--- src/rtl/receptor_display_multiplexado_pkg.sv ---
// Shared encodings for the multiplexed 7-segment display bus: segment patterns,
// anode selects and receiver FSM states.
package paquete_display;

  // bit6=a ... bit0=g, 1 = segment lit
  localparam logic [6:0] SEG_0 = 7'b1111110;
  localparam logic [6:0] SEG_1 = 7'b0110000;
  localparam logic [6:0] SEG_2 = 7'b1101101;
  localparam logic [6:0] SEG_3 = 7'b1111001;
  localparam logic [6:0] SEG_4 = 7'b0110011;
  localparam logic [6:0] SEG_5 = 7'b1011011;
  localparam logic [6:0] SEG_6 = 7'b1011111;
  localparam logic [6:0] SEG_7 = 7'b1110000;
  localparam logic [6:0] SEG_8 = 7'b1111111;
  localparam logic [6:0] SEG_9 = 7'b1111011;

  localparam logic [2:0] AN_UNI   = 3'b110;
  localparam logic [2:0] AN_DEC   = 3'b101;
  localparam logic [2:0] AN_CEN   = 3'b011;
  localparam logic [2:0] AN_BLANK = 3'b111;

  typedef enum logic [1:0] {ESPERA_UNI, TIENE_UNI, TIENE_DEC, COMPONER} estado_rx_t;

endpackage

--- src/rtl/receptor_display_multiplexado_decodificador.sv ---
// Exact-match 7-segment to decimal decoder; anything not a digit clears es_digito.
module decodificador_segmentos
  import paquete_display::*;
(
  input  logic [6:0] seg,
  output logic [3:0] digito,
  output logic       es_digito
);

  always_comb begin
    digito    = 4'd0;
    es_digito = 1'b1;
    case (seg)
      SEG_0:   digito = 4'd0;
      SEG_1:   digito = 4'd1;
      SEG_2:   digito = 4'd2;
      SEG_3:   digito = 4'd3;
      SEG_4:   digito = 4'd4;
      SEG_5:   digito = 4'd5;
      SEG_6:   digito = 4'd6;
      SEG_7:   digito = 4'd7;
      SEG_8:   digito = 4'd8;
      SEG_9:   digito = 4'd9;
      default: es_digito = 1'b0;
    endcase
  end

endmodule

--- src/rtl/receptor_display_multiplexado.sv ---
// Receiver for a 3-digit multiplexed 7-segment bus: qualifies stable dwells,
// decodes digits and reassembles hundreds/tens/units into a 0..999 count.
module receptor_display_multiplexado
  import paquete_display::*;
#(
  parameter int ESTABLE_CICLOS = 4,
  parameter int ANCHO_ESTABLE  = 16
) (
  input  logic        reloj,
  input  logic        reset,
  input  logic [6:0]  seg_in,
  input  logic [2:0]  an_in,
  output logic [9:0]  cuenta_out,
  output logic [11:0] digitos_out,
  output logic        valido,
  output logic        err_segmento,
  output logic        err_anodo
);

  localparam logic [ANCHO_ESTABLE-1:0] UMBRAL = ANCHO_ESTABLE'(ESTABLE_CICLOS - 1);

  logic [9:0]               r_muestra;
  logic [ANCHO_ESTABLE-1:0] r_cnt;
  logic [2:0]               w_an;
  logic [6:0]               w_seg;
  logic [3:0]               w_digito;
  logic                     w_es_digito;
  logic                     w_acepta;

  estado_rx_t r_estado, w_estado_sig;
  logic [3:0] r_uni, r_dec, r_cen;
  logic       w_ld_u, w_ld_d, w_ld_c, w_valido, w_err_seg, w_err_an;
  logic [9:0] w_u10, w_d10, w_c10, w_cuenta;

  // The counter tracks how long the current sample has been held; it equals
  // UMBRAL for exactly one cycle per dwell, which is the acceptance strobe.
  always_ff @(posedge reloj) begin
    if (reset) begin
      r_muestra <= {AN_BLANK, 7'b0};
      r_cnt     <= '0;
    end else begin
      r_muestra <= {an_in, seg_in};
      if ({an_in, seg_in} != r_muestra) r_cnt <= '0;
      else if (r_cnt != '1)             r_cnt <= r_cnt + 1'b1;
    end
  end

  assign w_an     = r_muestra[9:7];
  assign w_seg    = r_muestra[6:0];
  assign w_acepta = (r_cnt == UMBRAL);

  decodificador_segmentos u_dec (
    .seg       (w_seg),
    .digito    (w_digito),
    .es_digito (w_es_digito)
  );

  always_comb begin
    w_estado_sig = r_estado;
    w_ld_u       = 1'b0;
    w_ld_d       = 1'b0;
    w_ld_c       = 1'b0;
    w_valido     = 1'b0;
    w_err_seg    = 1'b0;
    w_err_an     = 1'b0;
    if (r_estado == COMPONER) begin
      w_valido     = 1'b1;
      w_estado_sig = ESPERA_UNI;
    end else if (w_acepta) begin
      case (w_an)
        AN_BLANK: ;
        AN_UNI, AN_DEC, AN_CEN: begin
          if (!w_es_digito) begin
            w_err_seg    = 1'b1;
            w_estado_sig = ESPERA_UNI;
          end else begin
            case (r_estado)
              ESPERA_UNI: if (w_an == AN_UNI) begin
                w_ld_u = 1'b1; w_estado_sig = TIENE_UNI;
              end
              TIENE_UNI: begin
                if (w_an == AN_DEC)      begin w_ld_d = 1'b1; w_estado_sig = TIENE_DEC; end
                else if (w_an == AN_UNI) w_ld_u = 1'b1;
                else                     w_estado_sig = ESPERA_UNI;
              end
              TIENE_DEC: begin
                if (w_an == AN_CEN)      begin w_ld_c = 1'b1; w_estado_sig = COMPONER; end
                else if (w_an == AN_UNI) begin w_ld_u = 1'b1; w_estado_sig = TIENE_UNI; end
                else                     w_ld_d = 1'b1;
              end
              default: w_estado_sig = ESPERA_UNI;
            endcase
          end
        end
        default: begin
          w_err_an     = 1'b1;
          w_estado_sig = ESPERA_UNI;
        end
      endcase
    end
  end

  // c*100 + d*10 + u using shifts only
  assign w_u10    = {6'b0, r_uni};
  assign w_d10    = {6'b0, r_dec};
  assign w_c10    = {6'b0, r_cen};
  assign w_cuenta = (w_c10 << 6) + (w_c10 << 5) + (w_c10 << 2)
                  + (w_d10 << 3) + (w_d10 << 1) + w_u10;

  always_ff @(posedge reloj) begin
    if (reset) begin
      r_estado     <= ESPERA_UNI;
      r_uni        <= 4'd0;
      r_dec        <= 4'd0;
      r_cen        <= 4'd0;
      cuenta_out   <= 10'd0;
      digitos_out  <= 12'd0;
      valido       <= 1'b0;
      err_segmento <= 1'b0;
      err_anodo    <= 1'b0;
    end else begin
      r_estado     <= w_estado_sig;
      if (w_ld_u) r_uni <= w_digito;
      if (w_ld_d) r_dec <= w_digito;
      if (w_ld_c) r_cen <= w_digito;
      valido       <= w_valido;
      err_segmento <= w_err_seg;
      err_anodo    <= w_err_an;
      if (w_valido) begin
        cuenta_out  <= w_cuenta;
        digitos_out <= {r_cen, r_dec, r_uni};
      end
    end
  end

endmodule

--- config.mk ---
export PLATFORM = sky130hd
export DESIGN_NAME = receptor_display_multiplexado
export DESIGN_NICKNAME = d
export VERILOG_FILES = /design/src/rtl/receptor_display_multiplexado_pkg.sv /design/src/rtl/receptor_display_multiplexado_decodificador.sv /design/src/rtl/receptor_display_multiplexado.sv
export SDC_FILE = /design/constraint.sdc
export NUM_CORES = 1
export LEC_CHECK = 0
export CAP_MARGIN = 20
export CORE_MARGIN = 8
export CORE_UTILIZATION = 40
export CTS_CLUSTER_SIZE = 25
export DETAILED_ROUTE_END_ITERATION = 12
export PLACE_DENSITY = 0.65
export SLEW_MARGIN = 10
export SYNTH_ARGS = -nofsm -noshare
export SYNTH_HDL_FRONTEND = slang
export SYNTH_SLANG_ARGS = --single-unit
--- constraint.sdc ---
create_clock -name reloj -period 7.38 [get_ports reloj]
set_input_delay 1.107 -clock reloj [delete_from_list [all_inputs] [get_ports reloj]]
set_output_delay 1.107 -clock reloj [all_outputs]
set_load 0.02 [all_outputs]
-- Word level (Yosys, flattened, before mapping)
Cells that the tools add are included.
- eq/ne operators: 21
- $add $sub $neg: 6
- reductions and logical operators: 9
- muxes and demuxes: 34
- bitwise gates (word level): 3
- operator list (operator ; count):
    == test 7 bit (second input constant) ; 8
    case mux 4 bit (9 select lines) ; 1
    two-way mux 1 bit ; 24
    adder 16 x 1 -> 16 bit (second input constant) ; 1
    == test 16 x 2 -> 1 bit (second input constant) ; 1
    inequality test 16 bit (second input constant) ; 1
    == test 7 x 6 -> 1 bit (second input constant) ; 2
    adder 10 x 4 -> 10 bit ; 1
    adder 10 x 5 -> 10 bit ; 1
    adder 10 x 6 -> 10 bit ; 1
    adder 10 x 7 -> 10 bit ; 1
    adder 10 x 9 -> 10 bit ; 1
    two-way mux 2 bit ; 5
    inequality test 10 bit ; 1
    OR reduction 10 bit ; 1
    == test 3 bit (second input constant) ; 3
    OR reduction 4 bit ; 2
    case mux 2 bit (3 select lines) ; 1
    OR reduction 3 bit ; 2
    inequality test 5 bit (second input constant) ; 1
    == test 2 bit (second input constant) ; 2
    case mux 2 bit (2 select lines) ; 1
    OR reduction 2 bit ; 2
    == test 3 x 2 -> 1 bit (second input constant) ; 1
    6 further kinds ; 8
- output and inout port bits: 25
- word-level logic and storage cells: 84
- register bits after elaboration: 65
- bits of input ports: 12

-- Logic depth before layout (Yosys ltp)
- depth in word-level cells: 8
- depth in mapped cells: 12
- depth with buffers taken out: 12

-- Hierarchy
From an unflattened synthesis, not the netlist that was laid out.
- cells, all modules: 388
- area, all modules: 3612.2 µm²
- modules (own cells, without submodules) (module ; cells an instance ; instances ; area each (µm²) ; sequential area each (µm²)):
    receptor_display_multiplexado ; 364 ; 1 ; 3443.3 ; 1281.2
    decodificador_segmentos ; 24 ; 1 ; 168.9 ; 0.0

-- Worst setup path after synthesis
OpenSTA, ideal clock, no wires.
- kind: register -> register
- start: reg r_uni[3]
- end: reg cuenta_out[9]
- clock period less this slack: 2725 ps
- buffers on the path: 0
- arrival: 2655 ps
- path slack: 4655 ps
- data required time: 7310 ps
- setup time: 70 ps
- stages on the path, launching flop included: 12
- path through: dfxtp_1 -> fa_1 -> fa_1 -> ha_1 -> inv_1 -> fa_1 -> nor2b_1 -> o21ai_0 -> nand2_1 -> a2111oi_0 -> o31ai_1 -> a21oi_1
- word-level cells in the longest chain between the ends: 1
- RTL lines (item ; line ; source):
    start: declaration ; receptor_display_multiplexado.sv:31 ; logic [3:0] r_uni, r_dec, r_cen;
    start signal: assignment ; receptor_display_multiplexado.sv:123 ; if (w_ld_u) r_uni <= w_digito;
    adder 10 x 4 -> 10 bit ; receptor_display_multiplexado.sv:108 ; + (w_d10 << 3) + (w_d10 << 1) + w_u10;
    end signal: assignment ; receptor_display_multiplexado.sv:130 ; cuenta_out <= w_cuenta;
    end: declaration ; receptor_display_multiplexado.sv:13 ; output logic [9:0] cuenta_out,
No other way between the ends.
A chain may end at the register's enable or synchronous reset.

-- Worst setup path after layout
- start: reg r_dec[0]
- end: reg cuenta_out[9]
- word-level cells in the longest chain between the ends: 3
- RTL lines (item ; line ; source):
    start: declaration ; receptor_display_multiplexado.sv:31 ;
    start signal: assignment ; receptor_display_multiplexado.sv:124 ; if (w_ld_d) r_dec <= w_digito;
    adder 10 x 7 -> 10 bit ; receptor_display_multiplexado.sv:108 ;
    adder 10 x 5 -> 10 bit (*) ; receptor_display_multiplexado.sv:108 ;
    adder 10 x 4 -> 10 bit (*) ; receptor_display_multiplexado.sv:108 ;
Mark *: on every way between the ends. The rest lies on a longest branch, timed or not.

==> results.py <==
metrics = {
    "routing": {
        "firstDrtPassIters": 4,
        "wire_per_inst_microns": 13.89,
        "viasPerCell": 5.214,
        "drt_iter0_markers": 147,
        "ant_nets": 0,
        "vias": 2753,
        "wl_microns": 7335,
        "drc_errors": 0,
    },
    "global_routing": {
        "antenna_found_initial": 0,
        "groute.usage.overall_pct": 13.15,
        "grt_pass1_vias": 2611,
        "grt_pass1_wl_microns": 12530,
        "gr-total-overflow": 0,
        "grt_max_degree": 50,
    },
    "floorplan": {
        "start_util_pct": 40.68,
        "io_pins": 37,
        "dieArea_sq_um": 11990,
        "die_y_microns": 109.5,
        "chipWidth_microns": 109.5,
        "row_count": 34,
        "core_area_sq_um": 8593,
    },
    "yosys": {
        "async_flop_share_pct": 0,
        "syn-num-nets": 421,
        "ys_ff_latch": 64,
        "synth_ff_type": "dfxtp_1",
        "synth_edf_count": 0,
        "synthTopCellsByCount": "dfxtp_1 (64), nor2_1 (48), mux2i_1 (24), ha_1 (20)",
        "yosysTopAreaCellShare_pct": 36.65,
        "yosysMostFrequentCell": "dfxtp_1",
        "yosys-top-cells-area": "dfxtp_1 (37%), ha_1 (7.2%), mux2i_1 (6.9%)",
        "synthesis.instances": 382,
        "synth_cell_type_count": 58,
        "yosysSeqAreaShare_pct": 36.65,
        "syn_area_sq_um": 3496,
        "yosysTopAreaCell": "dfxtp_1",
        "yosysWarnings": 0,
        "syn_area_per_cell_sq_um": 9.151,
    },
    "setup_path": {
        "cp-startpoint": "r_dec[0]$_SDFFE_PP0P_",
        "critical_path_class": "flop to flop",
        "reg2reg_slack_ps": 4390,
        "reg2reg_depth": 11,
        "worst_setup_path_start_kind": "flop",
        "r2r_end": "cuenta_out[9]$_SDFFE_PP0P_",
        "r2r_start": "r_dec[0]$_SDFFE_PP0P_",
        "cp.required_ps": 7660,
        "path_max_fanout": 4,
        "cp-end-kind": "flop",
        "arrival_ps": 3270,
    },
    "sta": {
        "tns_ps": 0,
        "slew_viol_final": 0,
        "finClkSkew_ps": 9.383,
        "period_needed_ps": 2986,
        "finalHoldViolCount": 0,
        "period_share_pct": 40.46,
        "tightest_slew_ps": 608.3,
        "relSlewSlack_pct": 59.34,
        "finalSetupViolCount": 0,
        "rsz0062_at_grt": "false",
        "max_freq_mhz": 334.9,
    },
    "layout": {
        "multi_input_area_sq_um": 2071,
        "final_nets": 454,
        "fillers": 844,
        "antennaDiodeCount": 0,
        "area_delta_synth_final_pct": 19.58,
        "drive_above_1_share_pct": 8.333,
        "final_cells": 528,
        "final_cell_area_sq_um": 4180,
        "seqCellArea_sq_um": 1281,
    },
    "placed_design": {
        "dp_cells": 512,
        "place_area_sq_um": 3930,
        "gp_congestion": 0.9091,
        "portBuffers": 36,
        "post-dp-hpwl_microns": 5220,
    },
    "clock_tree": {
        "post-cts-setup-buffer-count": 0,
        "cts_inserted_buffers": 9,
        "cts_sinks": 64,
        "clk_pin_slew_ps": 80,
        "clkLatencyLatePin_ps": 350,
        "cts_root_buffer": "clkbuf_8",
        "h-tree-depth": 3,
        "clk_path_buf_depth": 2,
        "cts-resized-gates": 0,
        "cts_tree": "yes",
        "ctsHoldBuffers": 0,
    },
    "hold_path": {
        "min_to": "cuenta_out[9]$_SDFFE_PP0P_",
        "min_path_cells": 2,
        "min-delay-start": "cuenta_out[9]$_SDFFE_PP0P_",
        "min_path_type": "flop to flop",
    },
    "pwr": {
        "power_density_nw_per_um2": 183.1,
        "peakVddDrop_uv": 115.1,
        "power_leakage_nw": 1.607,
        "power_w": 0.0007652,
    },
    "outcome": {
        "outcome": "completed",
    },
    "run": {
        "cap_viol_max_count": 0,
    },
}
## worst max-delay path: stages, from the launching register on
cell and delay [ps]:
dfxtp_1 420, fa_1 470, fa_1 470, ha_1 230, inv_1 80, fa_1 220, nor2b_1 60, o21ai_0 150
nand2_1 120, a2111oi_0 440, o31ai_1 130, a21oi_1 150
## logic make-up after synthesis
| logic type | after synthesis | share of synthesized area [%] |
|---|---|---|
| XOR/XNOR | 26 | 6.514 |
| buffers and inverters | 34 | 4.116 |
| AND/OR/NAND/NOR | 155 | 23.73 |
| flip-flops | 64 | 36.65 |
| multiplexers | 24 | 6.872 |
| AO/OA/AOI/OAI | 51 | 10.67 |
| adder cells (fa/ha/maj) | 28 | 11.45 |
## final cells by class
| cell class | count | share of cell area (%) |
|---|---|---|
| Multi-Input combinational cell | 284 | 49.54 |
| Sequential cell | 64 | 30.65 |
| Timing Repair Buffer | 38 | 8.979 |
| Tap cell | 108 | 3.233 |
| Clock inverter | 7 | 3.023 |
| Clock buffer | 9 | 2.963 |
| Inverter | 18 | 1.616 |
## cells in the final DEF, fill, tap and decap left out, types with 3 or more instances in the layout
master | synthesis | final
or3_1 | 3 | 3
ha_1 | 20 | 20
xnor2_1 | 13 | 13
nor3_1 | 10 | 10
nor4b_1 | 3 | 3
clkbuf_8 | 0 | 9
xor2_1 | 13 | 13
a211o_1 | 3 | 3
a21oi_1 | 11 | 11
dfxtp_1 | 64 | 64
nor2_1 | 48 | 48
nor2b_1 | 12 | 12
a211oi_1 | 4 | 4
o21ai_0 | 14 | 14
and3_1 | 4 | 4
bufinv_16 | 0 | 3
nand3_1 | 12 | 12
or2_2 | 4 | 4
nand2_1 | 18 | 18
inv_1 | 18 | 18
mux2i_1 | 24 | 24
nand2b_1 | 8 | 8
fa_1 | 7 | 7
clkdlybuf4s50_1 | 0 | 36
nand3b_1 | 7 | 7
nor4_1 | 8 | 8
nand4_1 | 6 | 6
## worst max path at each step
stage / end / slack, ps / cells after the start
4_1_cts: cuenta_out[9]$_SDFFE_PP0P_ / 4360 / 11
5_1_grt: cuenta_out[9]$_SDFFE_PP0P_ / 4060 / 11
6_report: cuenta_out[9]$_SDFFE_PP0P_ / 4390 / 11
3_5_place_dp: r_cnt[14]$_SDFFE_PP0P_ / 4280 / 5
3_3_place_gp: r_cnt[14]$_SDFFE_PP0P_ / 4370 / 5
2_1_floorplan: cuenta_out[9]$_SDFFE_PP0P_ / 4650 / 11
## stage by stage
stage / setup WS (ps) / hold slack (ps) / util (%)
3_5_place_dp: 4279 / 466.6 / 45.73
4_1_cts: 4356 / 480.8 / 48.65
2_1_floorplan: 4655 / 456.8 / -
3_3_place_gp: 4369 / 472.4 / 45.73
6_report: 4394 / 478.7 / 48.65
5_1_grt: 4065 / 514.3 / 48.65
## per-layer routing
layer  wire length [microns]  global-route usage (%)  vias up
met4                     127                   5.786        0
met1                    3648                   17.44     1261
met2                    3096                   19.42       70
met5                       0                       0        -
met3                     462                   3.751       12
li1                        -                       -     1410
## where the power goes
group          leakage (nW)  internal [W]  total (W)  switching [W]
clock network         0.122      0.000229   0.000383       0.000154
logic                 0.967     0.0000144  0.0000279      0.0000135
registers             0.518      0.000348   0.000355     0.00000687
total                  1.61      0.000591   0.000765       0.000174
## sequential cells by signal (all words and copies together), names as in the netlist
| signal | count |
|---|---|
| digitos_out | 11 |
| r_uni | 4 |
| valido | 1 |
| r_cen | 4 |
| err_anodo | 1 |
| cuenta_out | 10 |
| r_estado | 2 |
| err_segmento | 1 |
| r_dec | 4 |
| r_cnt | 16 |
| r_muestra | 10 |
Note: power is estimated with default switching activity, not from simulation.
